### src/rtl/spike_vote_collector.sv
// rtl/spike_vote_collector.sv - collects output-neuron spikes per picture and votes a winning class
//
// Purpose:
//   Accumulates output-neuron spikes into a working vector. The rising edge of
//   cores_done closes the picture. The picture is then scored: each neuron n
//   votes for class n mod NUM_CLASSES, and the class with the most votes wins.
//   Ties go to the lowest class index.
//
// Ports:
//   clk              - clock, rising edge
//   rst              - asynchronous active-low reset
//   packet_out       - output-neuron index (valid 0..NUM_OUTPUT-1)
//   packet_out_valid - packet_out qualifier
//   cores_done       - level from the grid; its rising edge closes a picture
//   result_vector    - spike vector of the last scored picture (neuron n at bit NUM_OUTPUT-1-n)
//   result_class     - winning class of the last scored picture
//   result_valid     - one-cycle pulse when the results update
//   picture_count    - pictures scored, wraps modulo 2^16
//   busy             - high while scoring or running the argmax
//   range_error      - sticky: valid packet_out >= NUM_OUTPUT seen
//   overrun_error    - sticky: cores_done rose while a picture was still in flight

module spike_vote_collector #(
  parameter int NUM_OUTPUT  = 250,
  parameter int NUM_CLASSES = 10
) (
  input  logic                  clk,
  input  logic                  rst,
  input  logic [7:0]            packet_out,
  input  logic                  packet_out_valid,
  input  logic                  cores_done,
  output logic [NUM_OUTPUT-1:0] result_vector,
  output logic [3:0]            result_class,
  output logic                  result_valid,
  output logic [15:0]           picture_count,
  output logic                  busy,
  output logic                  range_error,
  output logic                  overrun_error
);

  // Counters are sized for the largest possible vote count of one class, so
  // they cannot overflow.
  localparam int PER_CLASS = (NUM_OUTPUT + NUM_CLASSES - 1) / NUM_CLASSES;
  localparam int CW        = $clog2(PER_CLASS + 1);
  localparam int KW        = $clog2(NUM_OUTPUT);

  localparam logic [KW-1:0] LAST_K   = KW'(NUM_OUTPUT - 1);
  localparam logic [3:0]    LAST_C   = 4'(NUM_CLASSES - 1);
  localparam logic [8:0]    NUM_OUT9 = 9'(NUM_OUTPUT);

  typedef enum logic [1:0] {IDLE, SCORE, ARGMAX, DONE} state_t;

  state_t                state_q;
  logic                  cd_q;
  logic [NUM_OUTPUT-1:0] work_q, work_d;
  logic [NUM_OUTPUT-1:0] snap_q, snap_d;
  logic [NUM_OUTPUT-1:0] spike_vec;
  logic [CW-1:0]         cnt_q [NUM_CLASSES];
  logic [KW-1:0]         k_q;
  logic [3:0]            cls_q;
  logic [CW-1:0]         best_cnt_q;
  logic [3:0]            best_idx_q;
  logic [NUM_OUTPUT-1:0] result_vector_q;
  logic [3:0]            result_class_q;
  logic                  result_valid_q;
  logic [15:0]           picture_count_q;
  logic                  busy_q;
  logic                  range_error_q;
  logic                  overrun_error_q;
  logic                  in_range;
  logic                  rise;

  always_comb begin
    in_range  = packet_out_valid && ({1'b0, packet_out} < NUM_OUT9);
    spike_vec = '0;
    for (int n = 0; n < NUM_OUTPUT; n++) begin
      if (in_range && packet_out == 8'(n)) spike_vec[NUM_OUTPUT-1-n] = 1'b1;
    end
    rise   = cores_done & ~cd_q;
    // The snapshot includes a spike arriving in the closing cycle. Any rise
    // empties the working vector: in IDLE the contents move to the snapshot,
    // and otherwise the overrun picture is discarded.
    snap_d = work_q | spike_vec;
    work_d = rise ? '0 : (work_q | spike_vec);
  end

  always_ff @(posedge clk or negedge rst) begin
    if (!rst) begin
      state_q         <= IDLE;
      cd_q            <= 1'b0;
      work_q          <= '0;
      snap_q          <= '0;
      for (int c = 0; c < NUM_CLASSES; c++) cnt_q[c] <= '0;
      k_q             <= '0;
      cls_q           <= '0;
      best_cnt_q      <= '0;
      best_idx_q      <= '0;
      result_vector_q <= '0;
      result_class_q  <= '0;
      result_valid_q  <= 1'b0;
      picture_count_q <= '0;
      busy_q          <= 1'b0;
      range_error_q   <= 1'b0;
      overrun_error_q <= 1'b0;
    end else begin
      cd_q           <= cores_done;
      work_q         <= work_d;
      result_valid_q <= 1'b0;
      if (packet_out_valid && !in_range) range_error_q <= 1'b1;
      if (rise && state_q != IDLE) overrun_error_q <= 1'b1;

      case (state_q)
        IDLE: begin
          if (rise) begin
            snap_q  <= snap_d;
            for (int c = 0; c < NUM_CLASSES; c++) cnt_q[c] <= '0;
            k_q     <= '0;
            cls_q   <= '0;
            busy_q  <= 1'b1;
            state_q <= SCORE;
          end
        end

        SCORE: begin
          // cls_q tracks k mod NUM_CLASSES incrementally.
          if (snap_q[LAST_K - k_q]) cnt_q[cls_q] <= cnt_q[cls_q] + CW'(1);
          cls_q <= (cls_q == LAST_C) ? 4'd0 : cls_q + 4'd1;
          k_q   <= k_q + KW'(1);
          if (k_q == LAST_K) begin
            cls_q      <= '0;
            best_cnt_q <= '0;
            best_idx_q <= '0;
            state_q    <= ARGMAX;
          end
        end

        ARGMAX: begin
          // A strict comparison keeps the lowest index on ties. An all-zero
          // picture therefore keeps class 0.
          if (cnt_q[cls_q] > best_cnt_q) begin
            best_cnt_q <= cnt_q[cls_q];
            best_idx_q <= cls_q;
          end
          if (cls_q == LAST_C) begin
            busy_q  <= 1'b0;
            state_q <= DONE;
          end else begin
            cls_q <= cls_q + 4'd1;
          end
        end

        DONE: begin
          result_valid_q  <= 1'b1;
          result_class_q  <= best_idx_q;
          result_vector_q <= snap_q;
          picture_count_q <= picture_count_q + 16'd1;
          state_q         <= IDLE;
        end

        default: state_q <= IDLE;
      endcase
    end
  end

  assign result_vector = result_vector_q;
  assign result_class  = result_class_q;
  assign result_valid  = result_valid_q;
  assign picture_count = picture_count_q;
  assign busy          = busy_q;
  assign range_error   = range_error_q;
  assign overrun_error = overrun_error_q;

endmodule

### config.mk
export PLATFORM = sky130hd
export DESIGN_NAME = spike_vote_collector
export DESIGN_NICKNAME = d
export VERILOG_FILES = /design/src/rtl/spike_vote_collector.sv
export SDC_FILE = /design/constraint.sdc
export NUM_CORES = 2
export LEC_CHECK = 0
export BUFFER_PORTS_ARGS = -buffer_cell sky130_fd_sc_hd__buf_2
export CORE_MARGIN = 8
export CORE_UTILIZATION = 45
export DETAILED_ROUTE_END_ITERATION = 8
export PLACE_DENSITY = 0.65
export SLEW_MARGIN = 20
export SYNTH_ARGS = -nofsm -noshare
export SYNTH_HDL_FRONTEND = slang
export SYNTH_SLANG_ARGS = --single-unit
### constraint.sdc
create_clock -name clk -period 3.3 [get_ports clk]
set_input_delay 0.66 -clock clk [delete_from_list [all_inputs] [get_ports clk]]
set_output_delay 0.66 -clock clk [all_outputs]
set_load 0.1 [all_outputs]
==> impl_metrics.tcl <==
set metrics [dict create \
    outcome "completed" \
    cap_violations 0 \
    grt.met3_usage_pct 4.80 \
    total_power_mw 29.2 \
    synth_seq_cells 848 \
    avgViaCountPerCell 5.58 \
    htree_num_levels 3 \
    grt_usage_pct 22.9 \
    drive_above_1_share_pct 29.1 \
    cp_max_fo 10 \
    async_reset_ff_share_pct 100 \
    clock.fmax_mhz 309 \
    grtUsageMet2_pct 35.9 \
    cts_sinks 848 \
    route.detailed.drc 0 \
    use_met1_pct 32.0 \
    worst_skew_pair.late_latency_ps 640 \
    root_buffer "clkbuf_16" \
    clockBufferDepth 3 \
    die_x_um 294 \
    die_area_um2 86300 \
    irDropWorstVdd_mv 0.452 \
    drtIter0Drc 2118 \
    cp.arrival_ps 3760 \
    grt_max_degree 140 \
    portBuffers 285 \
    fp-row-count 102 \
    rsz0062_at_grt "false" \
    synth.net_count 2979 \
    fin_util_pct 53.7 \
    min_period_ps 3230 \
    grt.busiest_layer "met2" \
    drt_wl_total_um 99900 \
    required_ps 3830 \
    holdWs_ps 165 \
    post_dp_cell_area_um2 38200 \
    setup_ws_ps 66.3 \
    finalMaxSlewViolations 0 \
    dp_hpwl_um 66800 \
    synth_edf_count 0 \
    startpoint_type "flip-flop" \
    final_area_um2 41300 \
    first_global_vias 24500 \
    detail-route-antenna-nets 0 \
    synth_area_leaders "dfrtp_1, mux2_2, nand2_1, mux4_2, o21ai_0" \
    fill_cells 6509 \
    path_clk_slew_ps 60 \
    yosysSeqAreaShare_pct 61.1 \
    p_per_area_nw_per_um2 707 \
    avgRoutedWirePerCell_um 22.8 \
    syn-cell-area_um2 34700 \
    area_delta_synth_final_pct 19.0 \
    finalHoldViolCount 0 \
    dp_slack_ps -29.2 \
    grt_pass1_wl_um 154000 \
    antenna_found_initial 7 \
    switchingPower_mw 9.96 \
    via_count 24500 \
    cp-end-kind "flip-flop" \
    die_h_um 294 \
    drt_pass1_iterations 5 \
    coreArea_um2 77000 \
    power_frac_comb_pct 26.3 \
    fin_crit_sh_pct 98.0 \
    hold_class "in2reg" \
    ys.flop_type "dfrtp_1" \
    synth_top_area_cell "dfrtp_1" \
    layoutNonFillerInstCount 4386 \
    sequentialPowerShare_pct 39.4 \
    p_leak_nw 20.1 \
    start_util_pct 45.1 \
    netlist_instances 2949 \
    cts_tree "yes" \
    ys_top_cells_by_count "dfrtp_1, nand2_1, nor2_1" \
    critPathKind "reg2reg" \
    setup_viol 0 \
    switching_share_pct 34.1 \
    synth_top_area_share_pct 61.1 \
    synth_most_common_cell "dfrtp_1" \
    yosys_warnings 0 \
    finalClockSkew_ps 21.3 \
    place_congestion 0.877 \
    synth.avg_cell_area_um2 11.8 \
    tightest_slew_ps 998 \
    layout.nets 3301 \
    pin_count 286 \
    cts_buffers 87 \
    final.setup.tns_ps 0 \
    grt-ovfl-total 0 \
    synth.distinct_cells 62 \
    dp_cells 4214 \
    p_clk_share_pct 34.2 \
    slew_headroom_pct 33.5 \
    p_int_mw 19.2 \
]
-- logic make-up (layout without fill, tap and decap cells) --
kind of cell | after synthesis | after routing | share of synthesized area, %
compound gates | 638 | 641 | 10.2
xor+xnor | 33 | 33 | 0.833
flops | 848 | 848 | 61.1
simple gates | 831 | 831 | 10.3
other cells | 0 | 3 | 0
buf+inv | 223 | 614 | 3.01
mux | 358 | 358 | 13.9
fa+ha+maj | 18 | 18 | 0.649
-- power by group through the flow --
stage	registers, mW	logic (mW)	clock network (mW)
after floorplan	13.2	3.83	0
after detailed placement	11.7	7.62	0
after global placement	11.7	7.55	0
final	11.5	7.68	10.0
after CTS	11.5	7.64	10.2
after global routing	11.6	8.13	10.6
-- path summary, 6_finish.rpt --
check	startpoint	endpoint	slack, ps	depth (start not counted)
setup reg to reg	k_q[1]	cnt_q[15]	70	12
setup / recovery	k_q[1]	cnt_q[15]	70	12
hold / removal	cores_done	cd_q	160	1
min in group asynchronous	rst	best_idx_q[3]	620	2
max in group asynchronous	rst	picture_count[7]	1750	3
hold reg to reg	work_q[160]	work_q[160]	470	2
-- cells in the final DEF, fill, tap and decap left out, types with 7 or more instances in the layout --
cell type / synthesis / routed
mux4_2: 63 / 63
or4b_1: 18 / 18
mux2_2: 267 / 267
nor3_2: 11 / 20
inv_1: 19 / 19
o311a_1: 12 / 12
a21oi_1: 267 / 264
and3_1: 7 / 7
clkbuf_1: 157 / 18
buf_12: 5 / 32
clkbuf_16: 0 / 87
clkbuf_8: 0 / 17
buf_2: 18 / 284
nor2_1: 297 / 284
nand3_1: 18 / 18
nor2b_1: 8 / 7
o21ai_0: 270 / 268
o211ai_1: 40 / 40
or4_1: 20 / 20
mux2i_1: 21 / 20
ha_1: 18 / 15
nand2_1: 400 / 399
nand2b_1: 13 / 13
xnor2_1: 19 / 17
xor2_1: 14 / 12
clkinv_2: 0 / 20
nand4_1: 8 / 8
buf_4: 7 / 113
mux4_1: 7 / 7
a221o_1: 12 / 12
nor2_4: 0 / 11
dfrtp_1: 848 / 845
-- area by class of cell --
type / instances / area, µm² / share of cell area [%]
diodes: 3 / 7.51 / 0.0182
clock buffers: 122 / 2480 / 6.00
clock inverters: 39 / 423 / 1.02
inverters: 19 / 71.3 / 0.173
multi-input cells: 1881 / 12800 / 31.0
flip-flops and latches: 848 / 21200 / 51.4
well taps: 1040 / 1300 / 3.15
repair buffers: 434 / 2970 / 7.19
-- registers in the layout, indices dropped and copies added, names as in the netlist --
register       count
best_cnt_q         5
result_class       4
state_q            2
busy               1
cls_q              4
snap_q           250
cd_q               1
result_valid       1
overrun_error      1
k_q                8
best_idx_q         4
result_vector    250
range_error        1
picture_count     16
cnt_q             50
work_q           250
-- metal layers --
layer	share of wire, %	up-vias	wire length, µm
met5	0.032	-	32
met4	2.9	6	2930
met3	6.5	195	6440
met2	47	803	46900
met1	44	12500	43600
li1	-	11000	-
-- critical path: stages, from the launching register on --
cell and delay [ps]:
dfrtp_2 420, inv_1 130, ha_4 240, buf_4 170
mux4_2 240, mux2i_1 110, and3_1 220, a311oi_2 310
a31oi_4 150, o32a_4 320, buf_4 200, o311a_1 350
a221o_1 270
-- what timing repair did --
action / 4_1_cts / 5_1_grt
pin swaps: 1 / 7
endpoints found under the setup margin: 36 / 59
gates cloned: 2 / 1
hold buffers: 1 / 0
resized for setup: 8 / 18
hold endpoints to repair: 18 / 0
buffers inserted: 1 / 3
Power figures use the tool's default switching activity.
